**src/rtl/param_sp_ram.sv**
```systemverilog
// Synchronous single-port RAM with byte-lane writes, 1- or 2-cycle read latency,
// selectable read-during-write behaviour and a clear engine that fills memory with CLEAR_VAL.
module param_sp_ram #(
    parameter int unsigned       DATA_W    = 8,
    parameter int unsigned       ADDR_W    = 4,
    parameter int unsigned       DEPTH     = 16,
    parameter int unsigned       RD_LAT    = 1,
    parameter int unsigned       RDW_MODE  = 0,
    parameter logic [DATA_W-1:0] CLEAR_VAL = '0
) (
    input  logic                  clk,
    input  logic                  rst_n,
    input  logic                  en,
    input  logic                  we,
    input  logic [DATA_W/8-1:0]   be,
    input  logic [ADDR_W-1:0]     addr,
    input  logic [DATA_W-1:0]     din,
    input  logic                  clr,
    output logic [DATA_W-1:0]     dout,
    output logic                  dout_valid,
    output logic                  busy
);

    localparam int unsigned       NB       = DATA_W / 8;
    localparam logic [ADDR_W-1:0] PTR_LAST = ADDR_W'(DEPTH - 1);
    localparam logic [0:0]        S_IDLE   = 1'b0;
    localparam logic [0:0]        S_CLEAR  = 1'b1;

    if (RD_LAT != 1 && RD_LAT != 2) begin : g_bad_lat
        $fatal(1, "param_sp_ram: RD_LAT must be 1 or 2");
    end
    if (RDW_MODE > 2) begin : g_bad_rdw
        $fatal(1, "param_sp_ram: RDW_MODE must be 0, 1 or 2");
    end
    if (DATA_W == 0 || (DATA_W % 8) != 0) begin : g_bad_dw
        $fatal(1, "param_sp_ram: DATA_W must be a non-zero multiple of 8");
    end
    if (DEPTH < 1 || DEPTH > (1 << ADDR_W)) begin : g_bad_depth
        $fatal(1, "param_sp_ram: DEPTH must be in 1..2**ADDR_W");
    end

    logic [0:0]        r_state;
    logic [0:0]        w_state_nxt;
    logic [ADDR_W-1:0] r_ptr;
    logic [DATA_W-1:0] r_mem [DEPTH];

    logic              w_acc;
    logic              w_in_range;
    logic              w_wr;
    logic              w_rd;
    logic [DATA_W-1:0] w_old;
    logic [DATA_W-1:0] w_merged;
    logic [DATA_W-1:0] w_rd_data;

    logic              r_s1_vld;
    logic [DATA_W-1:0] r_s1_data;

    always_ff @(posedge clk or negedge rst_n) begin
        if (!rst_n) begin
            r_state <= S_CLEAR;
        end else begin
            r_state <= w_state_nxt;
        end
    end

    // clr is only honoured from IDLE; a sweep in progress always runs to the end
    always_comb begin
        w_state_nxt = r_state;
        case (r_state)
            S_CLEAR: if (r_ptr == PTR_LAST) w_state_nxt = S_IDLE;
            default: if (clr)               w_state_nxt = S_CLEAR;
        endcase
    end

    always_ff @(posedge clk or negedge rst_n) begin
        if (!rst_n) begin
            r_ptr <= '0;
        end else if (r_state == S_CLEAR) begin
            if (r_ptr != PTR_LAST) r_ptr <= r_ptr + ADDR_W'(1);
        end else if (clr) begin
            r_ptr <= '0;
        end
    end

    assign busy       = (r_state == S_CLEAR);
    assign w_acc      = (r_state == S_IDLE) && en && !clr;
    assign w_in_range = ({1'b0, addr} < (ADDR_W + 1)'(DEPTH));
    assign w_wr       = w_acc && we && w_in_range;
    assign w_rd       = w_acc && (!we || RDW_MODE != 0);
    assign w_old      = w_in_range ? r_mem[addr] : '0;

    always_comb begin
        w_merged = w_old;
        for (int i = 0; i < int'(NB); i++) begin
            if (be[i]) w_merged[8*i +: 8] = din[8*i +: 8];
        end
    end

    // Write-first returns the merged word; out-of-range accesses read as zero
    always_comb begin
        w_rd_data = w_old;
        if (!w_in_range)                w_rd_data = '0;
        else if (we && RDW_MODE == 2)   w_rd_data = w_merged;
    end

    always_ff @(posedge clk) begin
        if (r_state == S_CLEAR) begin
            r_mem[r_ptr] <= CLEAR_VAL;
        end else if (w_wr) begin
            r_mem[addr] <= w_merged;
        end
    end

    always_ff @(posedge clk or negedge rst_n) begin
        if (!rst_n) begin
            r_s1_vld  <= 1'b0;
            r_s1_data <= '0;
        end else begin
            r_s1_vld <= w_rd;
            if (w_rd) r_s1_data <= w_rd_data;
        end
    end

    if (RD_LAT == 2) begin : g_lat2
        logic              r_s2_vld;
        logic [DATA_W-1:0] r_s2_data;

        always_ff @(posedge clk or negedge rst_n) begin
            if (!rst_n) begin
                r_s2_vld  <= 1'b0;
                r_s2_data <= '0;
            end else begin
                r_s2_vld <= r_s1_vld;
                if (r_s1_vld) r_s2_data <= r_s1_data;
            end
        end

        assign dout       = r_s2_data;
        assign dout_valid = r_s2_vld;
    end else begin : g_lat1
        assign dout       = r_s1_data;
        assign dout_valid = r_s1_vld;
    end

endmodule
```
**config.mk**
```make
export PLATFORM = sky130hd
export DESIGN_NAME = param_sp_ram
export DESIGN_NICKNAME = d
export VERILOG_FILES = /design/src/rtl/param_sp_ram.sv
export SDC_FILE = /design/constraint.sdc
export NUM_CORES = 1
export LEC_CHECK = 0
export ABC_AREA = 1
export CORE_UTILIZATION = 30
export DETAILED_ROUTE_END_ITERATION = 7
export GPL_TIMING_DRIVEN = 1
export PLACE_DENSITY_LB_ADDON = 0.15
export SYNTH_ARGS = -nofsm -noshare
export SYNTH_HDL_FRONTEND = slang
export SYNTH_SLANG_ARGS = --single-unit
```
**constraint.sdc**
```tcl
create_clock -name clk -period 2.25 [get_ports clk]
set_input_delay 0.45 -clock clk [delete_from_list [all_inputs] [get_ports clk]]
set_output_delay 0.45 -clock clk [all_outputs]
set_load 0.01 [all_outputs]
```
==> results of run 1 <==
## layer usage
layer / share of wire (%) / GRT usage, % / up-vias / routed length, microns
met1: 50 / 22.5 / 2143 / 8200
met3: 4.6 / 3.89 / 16 / 744
met4: 1.4 / 5.26 / 0 / 223
met2: 44 / 23.9 / 94 / 7150
li1: - / - / 2210 / -
met5: 0 / 0 / - / 0
## worst paths after layout
| path | startpoint | to | slack (ps) | depth (start not counted) |
|---|---|---|---|---|
| hold reg to reg | dout[1] | dout[1] | 480 | 2 |
| setup reg to reg | busy | r_mem[5][7] | 290 | 8 |
| max in group asynchronous | rst_n | dout[3] | 1400 | 1 |
| hold / removal | rst_n | dout[1] | 430 | 1 |
| min in group clk | dout[1] | dout[1] | 480 | 2 |
| setup / recovery | busy | busy | 250 | 1 |
## kinds of logic (layout without fill, tap and decap cells)
family | count (synthesis) | after routing | share of synthesized area, %
adders and majority gates | 1 | 1 | 0.197
xor gates and xnor gates | 1 | 1 | 0.138
DFF | 142 | 142 | 66.0
and+or+nand+nor | 372 | 372 | 24.2
muxes | 1 | 1 | 0.158
buffers and inverters | 113 | 197 | 8.47
AOI/OAI and AO/OA | 10 | 10 | 0.866
## sequential cells by signal, summed over array words and instances (netlist names)
name	cells
r_mem	128
dout_valid	1
r_ptr	4
dout	8
busy	1
## area by class of cell
class | count | area, sq um | share of cell area (%)
sequential | 142 | 4200 | 53.5
multi-input combinational | 385 | 1620 | 20.7
inverter | 86 | 325 | 4.15
timing repair buffer | 80 | 701 | 8.93
clock buffer | 17 | 425 | 5.42
clock inverter | 14 | 238 | 3.03
tap | 270 | 338 | 4.31
## synthesized netlist by cell type, drive strengths merged (2+ instances only)
| cell | number |
|---|---|
| a21oi | 2 |
| buf | 26 |
| dfrtp | 13 |
| edfxtp | 128 |
| inv | 86 |
| nand2 | 243 |
| nand3 | 95 |
| nor2 | 33 |
| o21ai | 7 |
## through the flow
stage | hold slack [ps] | instances
6_report | 431 | 994
5_1_grt | 475 | 994
4_1_cts | 440 | 994
3_5_place_dp | 467 | 963
3_3_place_gp | 470 | 963
2_1_floorplan | 154 | 640
## repair_timing
action,4_1_cts,5_1_grt
buffers inserted,0,0
resized for setup,0,2
setup endpoints to repair,0,6
hold buffers,0,0
## power breakdown
part | leakage, nW | internal (mW) | switching [mW]
sequential | 1.36 | 3.41 | 0.167
clock | 0.315 | 2.07 | 1.07
combinational | 1.79 | 0.576 | 0.959
==> flow_summary.json, run 1 <==
{
  "status": "finished, final reports clean",
  "synth.avg_cell_area_sq_um": 9.93,
  "cp_max_fo": 6,
  "synth_area_leaders": "edfxtp_1, nand2_1, nand3_1",
  "synthFlopType": "edfxtp_1",
  "drv_slew": 0,
  "fin_skew_ps": 8.29,
  "rsz0062_at_grt": "false",
  "slowest_stage": "dfstp_2",
  "avgViaCountPerCell": 4.49,
  "area_delta_synth_final_pct": 23.4,
  "fp.coreArea_sq_um": 20500,
  "die_w_microns": 148,
  "hold_class": "primary input to asynchronous set/reset pin",
  "cts.clk_slew.worst_paths_ps": 60,
  "yosysTopAreaCell": "edfxtp_1",
  "drive_gt1_share_pct": 12.7,
  "place_ws_ps": -284,
  "nFillCells": 2075,
  "fmax_mhz": 499,
  "cap_violations": 0,
  "synth_nets": 659,
  "synth_cells": 640,
  "grt_pass1_vias": 4337,
  "fin_crit_sh_pct": 89.1,
  "ys_warn_count": 0,
  "h-tree-depth": 4,
  "required_ps": 1800,
  "setup_ws_ps": 245,
  "dieHeight_microns": 148,
  "p_leak_nw": 3.47,
  "nets": 731,
  "root_buffer": "clkbuf_16",
  "ys_seq_area_share_pct": 66.0,
  "ys_ff_latch": 142,
  "critPathCaptureType": "output port",
  "arrival_ps": 1550,
  "grt_start_max_net_pins": 66,
  "drt_wl_total_microns": 16300,
  "dpl.hpwl_microns": 11300,
  "path_buf_inv": 1,
  "worstPathCellList": "clkdlybuf4s50_1",
  "worst_slew_pin_slew_ps": 647,
  "place_area_sq_um": 7180,
  "startpoint_type": "flop",
  "vias": 4463,
  "slowest_delay_ps": 580,
  "critPathTopFamily": "flip-flops",
  "die-area_sq_um": 21800,
  "synth_edf_count": 128,
  "path_class": "flop to output port",
  "place_congestion": 0.865,
  "ir_worst_vdd_v": 0.000510,
  "syn_area_sq_um": 6350,
  "layout_commonest_cell": "nand2_1",
  "finalSetupTns_ps": 0,
  "finalInstanceArea_sq_um": 7840,
  "drt-initial-drc-count": 288,
  "start_util_pct": 31.0,
  "grt_usage_pct": 16.0,
  "drc": 0,
  "gr-total-overflow": 0,
  "io_pins": 28,
  "p_total_mw": 8.26,
  "setup_violations": 0,
  "drtPass1Iterations": 4,
  "async_flop_share_pct": 9.86,
  "power.density_nw_per_um2": 1050,
  "n_antenna_cell": 0,
  "cts_tree": "done",
  "hold_viol_final": 0,
  "rows": 52,
  "antenna_found_initial": 0,
  "synth_top_area_share_pct": 60.5,
  "min_period_ps": 2000,
  "wl_per_cell_microns": 16.4,
  "synth_cell_type_count": 23,
  "final_cell_mix": "nand2_1, edfxtp_1, nand3_1",
  "cts.sink_count": 142,
  "ant_nets": 0,
  "grt_pass1_wl_microns": 25200,
  "clkLatencyLatePin_ps": 420,
  "numCtsBuffers": 17,
  "cts_buffer_depth": 2,
  "relSlewSlack_pct": 56.7,
  "portBuffers": 27,
  "utilization_pct": 38.3
}
Note: power is estimated with default switching activity, not from simulation.
==> inputs of run 2 (changes only) <==
Settings changed: ABC_AREA 1 to not set.
==> run 2 against run 1 <==
Net effect:
- register-to-register slack got worse by 160 ps
- sequential cell count did not move
- largest cell class unchanged
- clock-buffer cell count is 3 higher
- via count down 24%
- worst setup slack got worse by 210 ps
- maximum frequency decreased by 9.6%
- utilization grew 2.6 points
- global-route usage fell by 0.34 points
- design area fell by 1.6%
- non-clock buffer count grew 39
- highest routed layer unchanged
==> flow_summary.json, run 2 <==
{
  "layout_commonest_cell": "edfxtp_1",
  "status": "finished, final reports clean",
  "gr-total-overflow": 0,
  "synth_edf_count": 128,
  "drt_wl_total_microns": 14400,
  "start_util_pct": 30.9,
  "drt-initial-drc-count": 302,
  "drc": 0,
  "power_frac_seq_pct": 45.1,
  "dp_cells": 674,
  "relSlewSlack_pct": 57.7,
  "grt_usage_pct": 15.6,
  "synth_cell_type_count": 42,
  "multiInputGateArea_sq_um": 1580,
  "regMostFlops": "r_mem",
  "fin_crit_sh_pct": 98.5,
  "async_flop_share_pct": 9.86,
  "seq_area_sq_um": 4200,
  "comb_power_share_pct": 22.1,
  "power.density_nw_per_um2": 1030,
  "ant_nets": 0,
  "p_leak_nw": 2.81,
  "io_pins": 28,
  "die_w_microns": 142,
  "setup_ws_ps": 33.7,
  "grt_pass1_vias": 3518,
  "drtPass1Iterations": 4,
  "ir_worst_vdd_v": 0.000510,
  "worstPathCellList": "clkdlybuf4s50_1 > buf_6 > buf_6 > buf_4 > mux4_2 > mux2i_4 > o22a_1 > a211oi_4 > buf_4",
  "ys_seq_area_share_pct": 71.8,
  "numCtsBuffers": 17,
  "cts_tree": "done",
  "ys_ff_latch": 142,
  "cp_max_fo": 8,
  "required_ps": 2420,
  "place_ws_ps": -885,
  "cts.sink_count": 142,
  "nFillCells": 1741,
  "internal-power_mw": 5.76,
  "synthFlopType": "edfxtp_1",
  "slowest_delay_ps": 470,
  "yosys-top-cells-count": "edfxtp_1, nor2_1, mux2i_1",
  "avgViaCountPerCell": 4.71,
  "grt_start_max_net_pins": 17,
  "synth_nets": 348,
  "hold_viol_final": 0,
  "portBuffers": 27,
  "holdWs_ps": 420,
  "slowest_stage": "clkdlybuf4s50_1",
  "root_buffer": "clkbuf_16",
  "n_antenna_cell": 0,
  "rsz0062_at_grt": "false",
  "p_clk_share_pct": 32.8,
  "cts_buffer_depth": 2,
  "synth_cells": 329,
  "rr_endpoint": "r_mem[12][2]",
  "grt_pass1_wl_microns": 22000,
  "hold_buffers": 0,
  "fmax_mhz": 451,
  "syn_area_sq_um": 5850,
  "setup_violations": 0,
  "worst_slew_pin_slew_ps": 632,
  "ys_warn_count": 0,
  "dpl.hpwl_microns": 9930,
  "die-area_sq_um": 20000,
  "cts.clk_slew.worst_paths_ps": 60,
  "rows": 50,
  "drive_gt1_share_pct": 35.4,
  "clkLatencyLatePin_ps": 430,
  "ff2ff_path_depth": 7,
  "synth_area_leaders": "edfxtp_1, mux4_2, dfrtp_1",
  "utilization_pct": 40.9,
  "critPathCaptureType": "flop",
  "wl_per_cell_microns": 20.0,
  "drv_slew": 0,
  "fp.coreArea_sq_um": 18900,
  "switching_share_pct": 27.9,
  "startpoint_type": "primary input",
  "synth_top_area_share_pct": 65.8,
  "h-tree-depth": 4,
  "yosysTopAreaCell": "edfxtp_1",
  "antenna_found_initial": 0,
  "place_congestion": 0.819,
  "nets": 466,
  "layout.cells.non_filler": 720,
  "area_delta_synth_final_pct": 32.1,
  "p_sw_mw": 2.23,
  "r2r-start": "busy",
  "hold_class": "primary input to asynchronous set/reset pin",
  "synth.avg_cell_area_sq_um": 17.8,
  "path_class": "primary input to flop",
  "largest_reg_flops": 128,
  "cap_violations": 0,
  "rrSetupSlack_ps": 130,
  "synth_most_common_cell": "edfxtp_1",
  "vias": 3388,
  "dieHeight_microns": 142,
  "min_period_ps": 2220,
  "startpoint": "addr[2]",
  "fin_skew_ps": 19.4,
  "final_cell_mix": "edfxtp_1, buf_4, nor2_1",
  "p_total_mw": 7.99,
  "arrival_ps": 2390
}
run 2: stage by stage:
| stage | area [sq um] | setup TNS, ps |
|---|---|---|
| 2_1_floorplan | 5850 | 0 |
| 3_3_place_gp | 6910 | -118440 |
| 3_5_place_dp | 6910 | -128210 |
| 4_1_cts | 7680 | 0 |
| 5_1_grt | 7720 | 0 |
| 6_report | 7720 | 0 |
run 2: worst max-delay path by stage:
stage,to,cells past startpoint
final,r_mem[8][4],9
after global routing,r_mem[2][3],9
after CTS,r_mem[3][3],9
after detailed placement,r_mem[0][0],7
after global placement,r_mem[1][2],7
after floorplan,r_mem[0][1],6
run 2: worst max-delay path: cells and delay by family:
family | cells | cell delay [ps]
AO/OA/AOI/OAI | 2 | 350
buffers and inverters | 5 | 1030
multiplexers | 2 | 550
run 2: per-layer routing:
layer / share of wire [%] / global-route usage [%] / up-vias
met3: 4.3 / 3.48 / 19
li1: - / - / 1558
met1: 48 / 21.5 / 1731
met5: 0 / 0 / -
met4: 1.8 / 6.85 / 0
met2: 46 / 23.7 / 80
run 2: cells by family (layout without fill, tap and decap cells):
group	Yosys count	after routing	synth area share, %
xor gates and xnor gates	1	1	0.150
DFF	142	142	71.8
buffers and inverters	27	158	2.74
muxes	49	49	13.8
AOI/OAI and AO/OA	49	49	6.85
and+or+nand+nor	60	60	4.47
adders and majority gates	1	1	0.214
run 2: layout make-up:
type | count | share of cell area [%]
sequential | 142 | 54.3
multi-input combinational | 160 | 20.4
timing repair buffer | 119 | 13.6
clock buffer | 20 | 5.66
tap | 260 | 4.21
clock inverter | 12 | 1.46
inverter | 7 | 0.340
run 2: repair_timing:
item / in CTS / in global routing
buffers inserted: 11 / 4
resized for setup: 18 / 10
gates cloned: 1 / 0
pin swaps: 9 / 7
endpoints found under the setup margin: 130 / 108
run 2: power groups by stage:
| stage | combinational (mW) | sequential [mW] | clock [mW] |
|---|---|---|---|
| final | 1.76 | 3.61 | 2.62 |
| after global routing | 1.91 | 3.65 | 2.80 |
| after CTS | 1.76 | 3.61 | 2.69 |
| after detailed placement | 1.69 | 3.66 | 0 |
| after global placement | 1.69 | 3.65 | 0 |
| after floorplan | 0.832 | 3.63 | 0 |
==> inputs of run 3 (changes only) <==
Settings changed: GPL_TIMING_DRIVEN 1 to 0, PLACE_DENSITY set to 0.52, PLACE_DENSITY_LB_ADDON 0.15 to not set.
==> run 3 against run 2 <==
Net effect:
- worst setup slack gained 31 ps
- clock skew shrank 11 ps
- design area shrank 1.5%
- critical endpoint is now r_mem[1][0]
- first-iteration DRC count shrank 3.0%
- critical path depth shrank 1
- maximum frequency grew 1.4%
- final cell count shrank 6.5%
- register-to-register slack is essentially flat
- routed wire length shrank 7.1%
- sequential cell count is the same
==> flow_summary.json, run 3 (synthesized netlist as in run 2, its figures left out) <==
{
  "status": "finished, final reports clean",
  "cts_buffer_depth": 2,
  "nFillCells": 1743,
  "die_w_microns": 142,
  "io_pins": 28,
  "comb_power_share_pct": 23.4,
  "wl_per_cell_microns": 19.9,
  "required_ps": 2420,
  "dpl.hpwl_microns": 8740,
  "p_leak_nw": 2.60,
  "place_congestion": 0.789,
  "critPathCaptureType": "flop",
  "drtPass1Iterations": 4,
  "p_sw_mw": 2.27,
  "numCtsBuffers": 17,
  "arrival_ps": 2350,
  "n_antenna_cell": 0,
  "internal-power_mw": 5.79,
  "relSlewSlack_pct": 47.4,
  "fp.coreArea_sq_um": 18900,
  "switching_share_pct": 28.2,
  "cts_tree": "done",
  "ir_worst_vdd_v": 0.000392,
  "power_frac_seq_pct": 44.7,
  "multiInputGateArea_sq_um": 1740,
  "area_delta_synth_final_pct": 30.1,
  "cts.clk_slew.worst_paths_ps": 60,
  "path_class": "primary input to flop",
  "dieHeight_microns": 142,
  "power.density_nw_per_um2": 1060,
  "grt_pass1_vias": 3307,
  "drt-initial-drc-count": 293,
  "layout.cells.non_filler": 673,
  "start_util_pct": 30.9,
  "regMostFlops": "r_mem",
  "die-area_sq_um": 20000,
  "dp_cells": 615,
  "hold_viol_final": 0,
  "fmax_mhz": 458,
  "vias": 3252,
  "fin_crit_sh_pct": 97.1,
  "hold_buffers": 0,
  "fin_skew_ps": 8.44,
  "drc": 0,
  "gr-total-overflow": 0,
  "portBuffers": 26,
  "seq_area_sq_um": 4200,
  "clkLatencyLatePin_ps": 420,
  "drv_slew": 0,
  "h-tree-depth": 4,
  "cp_max_fo": 12,
  "utilization_pct": 40.2,
  "hold_class": "primary input to asynchronous set/reset pin",
  "drive_gt1_share_pct": 30.8,
  "root_buffer": "clkbuf_16",
  "setup_violations": 0,
  "rows": 50,
  "p_clk_share_pct": 31.9,
  "layout_commonest_cell": "edfxtp_1",
  "nets": 421,
  "grt_start_max_net_pins": 17,
  "startpoint_type": "primary input",
  "drt_wl_total_microns": 13400,
  "largest_reg_flops": 128,
  "ant_nets": 0,
  "antenna_found_initial": 0,
  "cap_violations": 0,
  "avgViaCountPerCell": 4.83,
  "grt_usage_pct": 14.4,
  "final_cell_mix": "edfxtp_1, clkdlybuf4s50_1, mux2i_1",
  "grt_pass1_wl_microns": 20300,
  "cts.sink_count": 142,
  "worst_slew_pin_slew_ps": 788,
  "min_period_ps": 2180
}
run 3: area by class of cell:
type | instances | share of cell area [%]
Buffer | 19 | 2.21
Clock inverter | 11 | 1.33
Multi-Input combinational cell | 160 | 22.9
Clock buffer | 19 | 5.69
Inverter | 7 | 0.346
Sequential cell | 142 | 55.2
Timing Repair Buffer | 55 | 8.05
Tap cell | 260 | 4.28
run 3: power by group through the flow:
stage / clock (mW) / combinational (mW) / sequential [mW]
after global routing: 2.72 / 2.02 / 3.65
after CTS: 2.61 / 1.70 / 3.60
final: 2.57 / 1.89 / 3.61
after floorplan: 0 / 0.832 / 3.63
after detailed placement: 0 / 1.39 / 3.65
after global placement: 0 / 1.37 / 3.63
run 3: timing repair:
action | in CTS | in global routing
gates resized for setup | 53 | 14
hold endpoints to repair | 0 | 0
pin swaps | 14 | 5
cloned | 1 | 0
buffers inserted | 19 | 9
endpoints found under the setup margin | 256 | 200
run 3: metal layers:
metal	routed length, microns	part of all wire (%)	global-route usage [%]	vias to the layer above
met3	1010	7.6	3.51	24
li1	-	-	-	1462
met4	336	2.5	5.83	0
met2	6340	47	22.3	122
met1	5700	43	19.3	1644
met5	0	0	0	-
run 3: through the flow:
stage | power, mW | cell area, sq um | setup WS (ps) | hold WS, ps | TNS, ps
after floorplan | 4.46 | 5850 | 73.8 | 154 | 0
after CTS | 7.91 | 7420 | 0.357 | 445 | 0
after global placement | 5.00 | 6430 | -1280 | 472 | -231050
final | 8.06 | 7600 | 65.1 | 417 | 0
after detailed placement | 5.04 | 6430 | -1400 | 475 | -238650
after global routing | 8.39 | 7600 | -1.09 | 448 | -4.49
run 3: worst max-delay path, cell delays in order:
cell and delay, ps:
clkdlybuf4s50_1 490, buf_6 160, buf_8 150, mux4_2 350, mux2i_2 200, o22a_1 250
a211oi_4 100, buf_12 190
run 3: worst paths after layout:
path	from	end	slack, ps	cells after the start
worst min-delay path	rst_n	dout[0]	420	1
max in group asynchronous	rst_n	dout[7]	1430	1
worst max register to register	busy	r_mem[13][0]	130	6
worst max-delay path	addr[2]	r_mem[1][0]	70	8
worst min register to register	dout[4]	dout[4]	490	2
min in group clk	dout[4]	dout[4]	490	2
